File: config.mk
export PLATFORM = sky130hd
export DESIGN_NAME = riscv_test_monitor_flat
export DESIGN_NICKNAME = d
export VERILOG_FILES = /design/src/rtl/riscv_test_monitor_pkg.sv /design/src/rtl/riscv_test_monitor_if.sv /design/src/rtl/riscv_test_trace_ring.sv /design/src/rtl/riscv_test_monitor.sv /design/src/flat_wrapper.sv
export SDC_FILE = /design/constraint.sdc
export NUM_CORES = 1
export LEC_CHECK = 0
export CORE_ASPECT_RATIO = 0.8
export CORE_MARGIN = 1.5
export CORE_UTILIZATION = 50
export CTS_BUF_LIST = sky130_fd_sc_hd__clkbuf_8
export DETAILED_ROUTE_END_ITERATION = 6
export PLACE_DENSITY = 0.91
export SLEW_MARGIN = 10
export SYNTH_ARGS = -nofsm -noshare
export SYNTH_HDL_FRONTEND = slang
export SYNTH_SLANG_ARGS = --single-unit
File: constraint.sdc
create_clock -name i_clk -period 2.9 [get_ports i_clk]
set_clock_uncertainty 0.1 [all_clocks]
set_input_delay 0.87 -clock i_clk [delete_from_list [all_inputs] [get_ports i_clk]]
set_output_delay 0.87 -clock i_clk [all_outputs]
set_load 0.005 [all_outputs]
File: src/rtl/riscv_test_monitor_pkg.sv
// Shared types and constants for the riscv-tests completion monitor.
package riscv_test_pkg;
    typedef enum logic [1:0] {S_IDLE, S_RUN, S_DONE} state_t;

    typedef enum logic [2:0] {
        V_NONE,
        V_PASS,
        V_FAIL,
        V_TIMEOUT,
        V_HANG
    } verdict_t;

    localparam logic [31:0] TOHOST_ADDR_DEF = 32'h0000_1000;
    localparam int          TOHOST_PASS     = 1;
endpackage

File: src/rtl/riscv_test_monitor_if.sv
// Snooped data-memory write bus plus the retire strobe of the core under test.
interface riscv_test_monitor_if #(
    parameter int XLEN = 32
) ();
    logic            mem_we;
    logic [XLEN-1:0] mem_addr;
    logic [XLEN-1:0] mem_wdata;
    logic            retire;

    modport master (output mem_we, mem_addr, mem_wdata, retire);
    modport slave  (input  mem_we, mem_addr, mem_wdata, retire);
endinterface

File: src/rtl/riscv_test_trace_ring.sv
// Eight-deep ring of the most recently retired PCs, read newest-first by index.
module riscv_test_trace_ring #(
    parameter int XLEN = 32
) (
    input  logic            i_clk,
    input  logic            i_rst,
    input  logic            i_clr,
    input  logic            i_we,
    input  logic [XLEN-1:0] i_pc,
    input  logic [2:0]      i_idx,
    output logic [XLEN-1:0] o_rd_pc
);
    logic [7:0][XLEN-1:0] r_mem;
    logic [2:0]           r_wptr;
    logic [2:0]           w_rd_idx;

    // Entries are zeroed on clear so slots never written read back as 0.
    always_ff @(posedge i_clk) begin
        if (i_rst || i_clr) begin
            r_mem  <= '0;
            r_wptr <= '0;
        end else if (i_we) begin
            r_mem[r_wptr] <= i_pc;
            r_wptr        <= r_wptr + 3'd1;
        end
    end

    always_comb begin
        w_rd_idx = r_wptr - 3'd1 - i_idx;
        o_rd_pc  = r_mem[w_rd_idx];
    end
endmodule

File: src/rtl/riscv_test_monitor.sv
// Completion monitor for riscv-tests programs: watches tohost, counts, latches a verdict.
// Define RISCV_TEST_MONITOR_TRACE_EN to add the retired-PC trace ring and its ports.
module riscv_test_monitor
    import riscv_test_pkg::*;
#(
    parameter int              XLEN           = 32,
    parameter logic [XLEN-1:0] TOHOST_ADDR    = XLEN'(TOHOST_ADDR_DEF),
    parameter int              TIMEOUT_CYCLES = 5000,
    parameter int              HANG_CYCLES    = 64,
    parameter int              CNT_W          = 32
) (
    input  logic              i_clk,
    input  logic              i_rst,
    input  logic              i_start,
    riscv_test_monitor_if.slave bus,
    output logic              o_done,
    output logic              o_pass,
    output logic              o_fail,
    output logic              o_timeout,
    output logic              o_hang,
    output logic [XLEN-2:0]   o_fail_testnum,
    output logic [CNT_W-1:0]  o_cycle_count,
    output logic [CNT_W-1:0]  o_instret_count,
    output logic [7:0]        o_syscall_count
`ifdef RISCV_TEST_MONITOR_TRACE_EN
    ,
    input  logic [XLEN-1:0]   i_trace_pc,
    input  logic [2:0]        i_trace_idx,
    output logic [XLEN-1:0]   o_trace_rd_pc
`endif
);
    state_t           r_state, w_state_nxt;
    verdict_t         r_verdict, w_verdict_nxt;
    logic [CNT_W-1:0] r_cycle, r_instret, r_hang_cnt;
    logic [7:0]       r_syscall;
    logic [XLEN-2:0]  r_testnum;

    logic w_match, w_is_pass, w_is_fail, w_is_sys, w_hang_hit, w_to_hit;

    always_comb begin
        w_match    = bus.mem_we && (bus.mem_addr == TOHOST_ADDR);
        w_is_pass  = w_match && (bus.mem_wdata == XLEN'(TOHOST_PASS));
        w_is_fail  = w_match && bus.mem_wdata[0] && (bus.mem_wdata != XLEN'(TOHOST_PASS));
        w_is_sys   = w_match && !bus.mem_wdata[0] && (bus.mem_wdata != '0);
        // Fire on the edge that completes the Nth count so exactly N cycles elapse.
        w_hang_hit = (HANG_CYCLES != 0) && !bus.retire &&
                     (r_hang_cnt == CNT_W'(HANG_CYCLES - 1));
        w_to_hit   = (TIMEOUT_CYCLES != 0) && (r_cycle == CNT_W'(TIMEOUT_CYCLES - 1));
    end

    always_comb begin
        w_state_nxt   = r_state;
        w_verdict_nxt = r_verdict;
        if (i_start) begin
            w_state_nxt   = S_RUN;
            w_verdict_nxt = V_NONE;
        end else if (r_state == S_RUN) begin
            if (w_is_pass) begin
                w_state_nxt   = S_DONE;
                w_verdict_nxt = V_PASS;
            end else if (w_is_fail) begin
                w_state_nxt   = S_DONE;
                w_verdict_nxt = V_FAIL;
            end else if (w_hang_hit) begin
                w_state_nxt   = S_DONE;
                w_verdict_nxt = V_HANG;
            end else if (w_to_hit) begin
                w_state_nxt   = S_DONE;
                w_verdict_nxt = V_TIMEOUT;
            end
        end
    end

    always_ff @(posedge i_clk) begin
        if (i_rst) begin
            r_state   <= S_IDLE;
            r_verdict <= V_NONE;
        end else begin
            r_state   <= w_state_nxt;
            r_verdict <= w_verdict_nxt;
        end
    end

    always_ff @(posedge i_clk) begin
        if (i_rst || i_start) begin
            r_cycle    <= '0;
            r_instret  <= '0;
            r_hang_cnt <= '0;
            r_syscall  <= '0;
            r_testnum  <= '0;
        end else if (r_state == S_RUN) begin
            if (r_cycle != '1)
                r_cycle <= r_cycle + 1'b1;
            if (bus.retire && r_instret != '1)
                r_instret <= r_instret + 1'b1;
            r_hang_cnt <= bus.retire ? '0 : r_hang_cnt + 1'b1;
            if (w_is_sys && r_syscall != 8'hFF)
                r_syscall <= r_syscall + 8'd1;
            if (w_is_fail)
                r_testnum <= bus.mem_wdata[XLEN-1:1];
        end
    end

    always_comb begin
        o_done          = (r_state == S_DONE);
        o_pass          = (r_verdict == V_PASS);
        o_fail          = (r_verdict == V_FAIL);
        o_timeout       = (r_verdict == V_TIMEOUT);
        o_hang          = (r_verdict == V_HANG);
        o_fail_testnum  = r_testnum;
        o_cycle_count   = r_cycle;
        o_instret_count = r_instret;
        o_syscall_count = r_syscall;
    end

`ifdef RISCV_TEST_MONITOR_TRACE_EN
    riscv_test_trace_ring #(.XLEN(XLEN)) u_ring (
        .i_clk   (i_clk),
        .i_rst   (i_rst),
        .i_clr   (i_start),
        .i_we    ((r_state == S_RUN) && bus.retire && !i_start),
        .i_pc    (i_trace_pc),
        .i_idx   (i_trace_idx),
        .o_rd_pc (o_trace_rd_pc)
    );
`endif
endmodule
File: src/flat_wrapper.sv
// flat-port wrapper written by rule: the top's interface ports become plain ports
module riscv_test_monitor_flat import riscv_test_pkg::*;
#(
    parameter int              XLEN           = 32,
    parameter logic [XLEN-1:0] TOHOST_ADDR    = XLEN'(TOHOST_ADDR_DEF),
    parameter int              TIMEOUT_CYCLES = 5000,
    parameter int              HANG_CYCLES    = 64,
    parameter int              CNT_W          = 32
)
  (i_clk, i_rst, i_start, o_done, o_pass, o_fail, o_timeout, o_hang, o_fail_testnum, o_cycle_count, o_instret_count, o_syscall_count, bus_mem_we, bus_mem_addr, bus_mem_wdata, bus_retire);
  riscv_test_monitor_if #(.XLEN(XLEN)) bus_i ();
  input  logic i_clk;
  input  logic i_rst;
  input  logic i_start;
  output logic o_done;
  output logic o_pass;
  output logic o_fail;
  output logic o_timeout;
  output logic o_hang;
  output logic [XLEN-2:0] o_fail_testnum;
  output logic [CNT_W-1:0] o_cycle_count;
  output logic [CNT_W-1:0] o_instret_count;
  output logic [7:0] o_syscall_count;
  input wire logic [$bits(bus_i.mem_we)-1:0] bus_mem_we;
  input wire logic [$bits(bus_i.mem_addr)-1:0] bus_mem_addr;
  input wire logic [$bits(bus_i.mem_wdata)-1:0] bus_mem_wdata;
  input wire logic [$bits(bus_i.retire)-1:0] bus_retire;
  assign bus_i.mem_we = bus_mem_we;
  assign bus_i.mem_addr = bus_mem_addr;
  assign bus_i.mem_wdata = bus_mem_wdata;
  assign bus_i.retire = bus_retire;
  riscv_test_monitor #(.XLEN(XLEN), .TOHOST_ADDR(TOHOST_ADDR), .TIMEOUT_CYCLES(TIMEOUT_CYCLES), .HANG_CYCLES(HANG_CYCLES), .CNT_W(CNT_W)) u_core (.i_clk(i_clk), .i_rst(i_rst), .i_start(i_start), .bus(bus_i), .o_done(o_done), .o_pass(o_pass), .o_fail(o_fail), .o_timeout(o_timeout), .o_hang(o_hang), .o_fail_testnum(o_fail_testnum), .o_cycle_count(o_cycle_count), .o_instret_count(o_instret_count), .o_syscall_count(o_syscall_count));
endmodule
==> results.py <==
metrics = {
    "worst_hold_path": {
        "whs_path_depth": 2,
        "min_path_type": "reg2reg",
    },
    "sta": {
        "setup-tns-final_ps": 0,
        "max_slew.worst_pin.slew_ps": 623,
        "whs_ps": 352,
        "finalMaxSlewViolations": 0,
        "setup_violations": 0,
        "min_period_ps": 2770,
        "rsz0062_at_grt": "false",
        "maxClockFrequency_mhz": 361,
        "relSlewSlack_pct": 58.2,
        "post-route-period-util_pct": 95.4,
        "finalHoldViolCount": 0,
    },
    "synth": {
        "synth_top_area_share_pct": 43.7,
        "ys_seq_area_share_pct": 43.7,
        "synth_flop_cell": "dfxtp_1",
        "synth-edff-count": 0,
        "async_reset_ff_share_pct": 0,
        "netlist_area_mm2": 0.00641,
        "ys_top_cells_by_count": "dfxtp_1, nand2_1, nor2_1",
        "synth_most_common_cell": "dfxtp_1",
        "netlist_instances": 780,
        "syn_avg_cell_area_um2": 8.22,
        "yosysUniqueCellTypes": 47,
        "synth_top_cell_by_area": "dfxtp_1",
        "yosys_warnings": 0,
        "syn_nets": 853,
        "synth_seq_cells": 140,
        "yosys-top-cells-area": "dfxtp_1, nand2_1, xnor2_1",
    },
    "critical_path": {
        "cpMaxStageDelayCell": "or4_1",
        "path_class": "in2reg",
        "startpoint_type": "input pin",
        "crit_cells": 8,
        "r2r_cells": 7,
        "arrival_ps": 2990,
        "critical_path.max_stage_delay_ps": 570,
        "cp_num_buf_inv": 3,
        "path_cells": "clkdlybuf4s50_1, nor4_2, nand4_1, buf_4, or4_1, buf_12, nand2_1, a21oi_1",
        "cp.required_ps": 3120,
        "end_kind": "flop",
        "critPathMaxFanout": 31,
        "cp_top_family": "simple AND/OR/NAND/NOR gates",
    },
    "die": {
        "fp.dieW_um": 130,
        "dieHeight_um": 104,
        "num_rows": 36,
        "initial_core_util_pct": 52.0,
        "io_pins": 177,
        "core_area_mm2": 0.0123,
        "die_area_mm2": 0.0135,
    },
    "placed_design": {
        "gp_congestion": 0.861,
        "hpwl_mm": 12.8,
        "port_buffers": 176,
    },
    "routing": {
        "avgRoutedWirePerCell_um": 15.6,
        "drtAntennaViolNets": 0,
        "drc": 0,
        "drtIter0Drc": 364,
        "vias_per_cell": 5.59,
        "drtPass1Iterations": 5,
        "wl_mm": 18.1,
        "num_vias": 6514,
    },
    "clocking": {
        "root_buffer": "clkbuf_8",
        "clkLatencyLatePin_ps": 440,
        "ctsHoldBuffers": 0,
        "post-cts-setup-buffers": 0,
        "tritoncts": "done",
        "cts_sinks": 140,
        "ctsLongestPathBuffers": 2,
        "cts_max_level": 4,
        "numCtsBuffers": 17,
        "cts_resized": 0,
        "clk_pin_slew_ps": 70,
    },
    "pwr": {
        "power.density_mw_per_mm2": 423,
        "vdd_drop_max_uv": 306,
        "p_leak_nw": 2.91,
    },
    "grt": {
        "gr-usage-all-layers_pct": 26.9,
        "antenna_found_initial": 0,
        "grt_pass1_wl_mm": 29.5,
        "first_global_vias": 6095,
        "grt_max_degree": 39,
        "grt-ovfl-total": 0,
    },
    "final_layout": {
        "drive_gt1_share_pct": 8.74,
        "fillers": 933,
        "diodes": 0,
        "fin_nets": 1056,
        "area_delta_synth_final_pct": 40.9,
    },
    "run_status": {
        "outcome": "finished clean",
    },
    "run": {
        "drv_cap": 0,
    },
}
## power breakdown
part | internal (mW) | switching (mW) | total, mW | leakage [nW]
clock network | 0.948 | 0.739 | 1.69 | 0.220
logic | 0.116 | 0.0926 | 0.209 | 1.56
registers | 1.92 | 0.00372 | 1.93 | 1.13
total | 2.99 | 0.835 | 3.82 | 2.91
## cells in the final DEF, fill, tap and decap left out, types with 15 or more instances in the layout
cell type / instances
nor4_1: 44
o21ai_0: 15
xnor2_1: 45
nor2_1: 102
nand3_1: 41
inv_1: 15
nand4_1: 34
buf_4: 38
nand2_1: 110
clkbuf_8: 18
xor2_1: 39
clkdlybuf4s50_1: 176
dfxtp_1: 140
a21oi_1: 49
## worst paths after layout
| path | start | end | slack, ps |
|---|---|---|---|
| worst min register to register | u_core.o_fail_testnum[25] | u_core.o_fail_testnum[25] | 350 |
| worst max-delay path | bus_mem_addr[16] | u_core.o_fail_testnum[18] | 130 |
| worst min-delay path | u_core.o_fail_testnum[25] | u_core.o_fail_testnum[25] | 350 |
| worst max register to register | u_core.o_cycle_count[0] | u_core.o_cycle_count[26] | 310 |
## final cells by class
cell class	count	area (um^2)	share of cell area [%]
multi-input cells	593	3440	38.1
clock inverters	13	174	1.92
repair buffers	217	2110	23.3
inverters	14	52.6	0.582
well taps	171	214	2.37
clock buffers	18	248	2.74
flip-flops and latches	140	2800	31.0
## cells by family (layout without fill, tap and decap cells)
kind of cell | Yosys count | count (layout) | synth area share (%)
compound gates | 76 | 76 | 6.59
mux | 3 | 3 | 0.488
simple gates | 426 | 426 | 33.8
buf+inv | 47 | 262 | 3.22
flops | 140 | 140 | 43.7
xor+xnor | 84 | 84 | 11.5
fa+ha+maj | 4 | 4 | 0.780
## sequential cells by signal, indices dropped and copies added (netlist names)
name	flops
u_core.r_hang_cnt	32
u_core.o_fail_testnum	31
u_core.r_state	2
u_core.r_verdict	3
u_core.o_cycle_count	32
u_core.o_syscall_count	8
u_core.o_instret_count	32
## through the flow
| stage | util (%) | instance area (um^2) | power [mW] | std cells | setup slack (ps) |
|---|---|---|---|---|---|
| CTS | 73.0 | 9010 | 3.84 | 1166 | 91.3 |
| detailed placement | 69.6 | 8590 | 2.18 | 1135 | -367 |
| global placement | 69.6 | 8590 | 2.17 | 1135 | -289 |
| global route | 73.2 | 9040 | 3.96 | 1166 | 0.761 |
| floorplan | - | 6410 | 2.03 | 780 | 236 |
| finish | 73.2 | 9040 | 3.82 | 1166 | 133 |
## routing by layer
metal	global-route usage, %	part of all wire (%)
met5	0	0
met4	8.89	1.9
met2	45.6	48
met3	5.40	7.8
met1	33.9	42
## worst register-to-register path, cell delays in order, from the launching register on
cell and delay, ps:
dfxtp_1 430, ha_1 240, nand2_1 140, or4_1 570, nor4_2 570, nand4_1 200
xor2_1 190, nor2_1 50
Note: power is estimated with default switching activity, not from simulation.
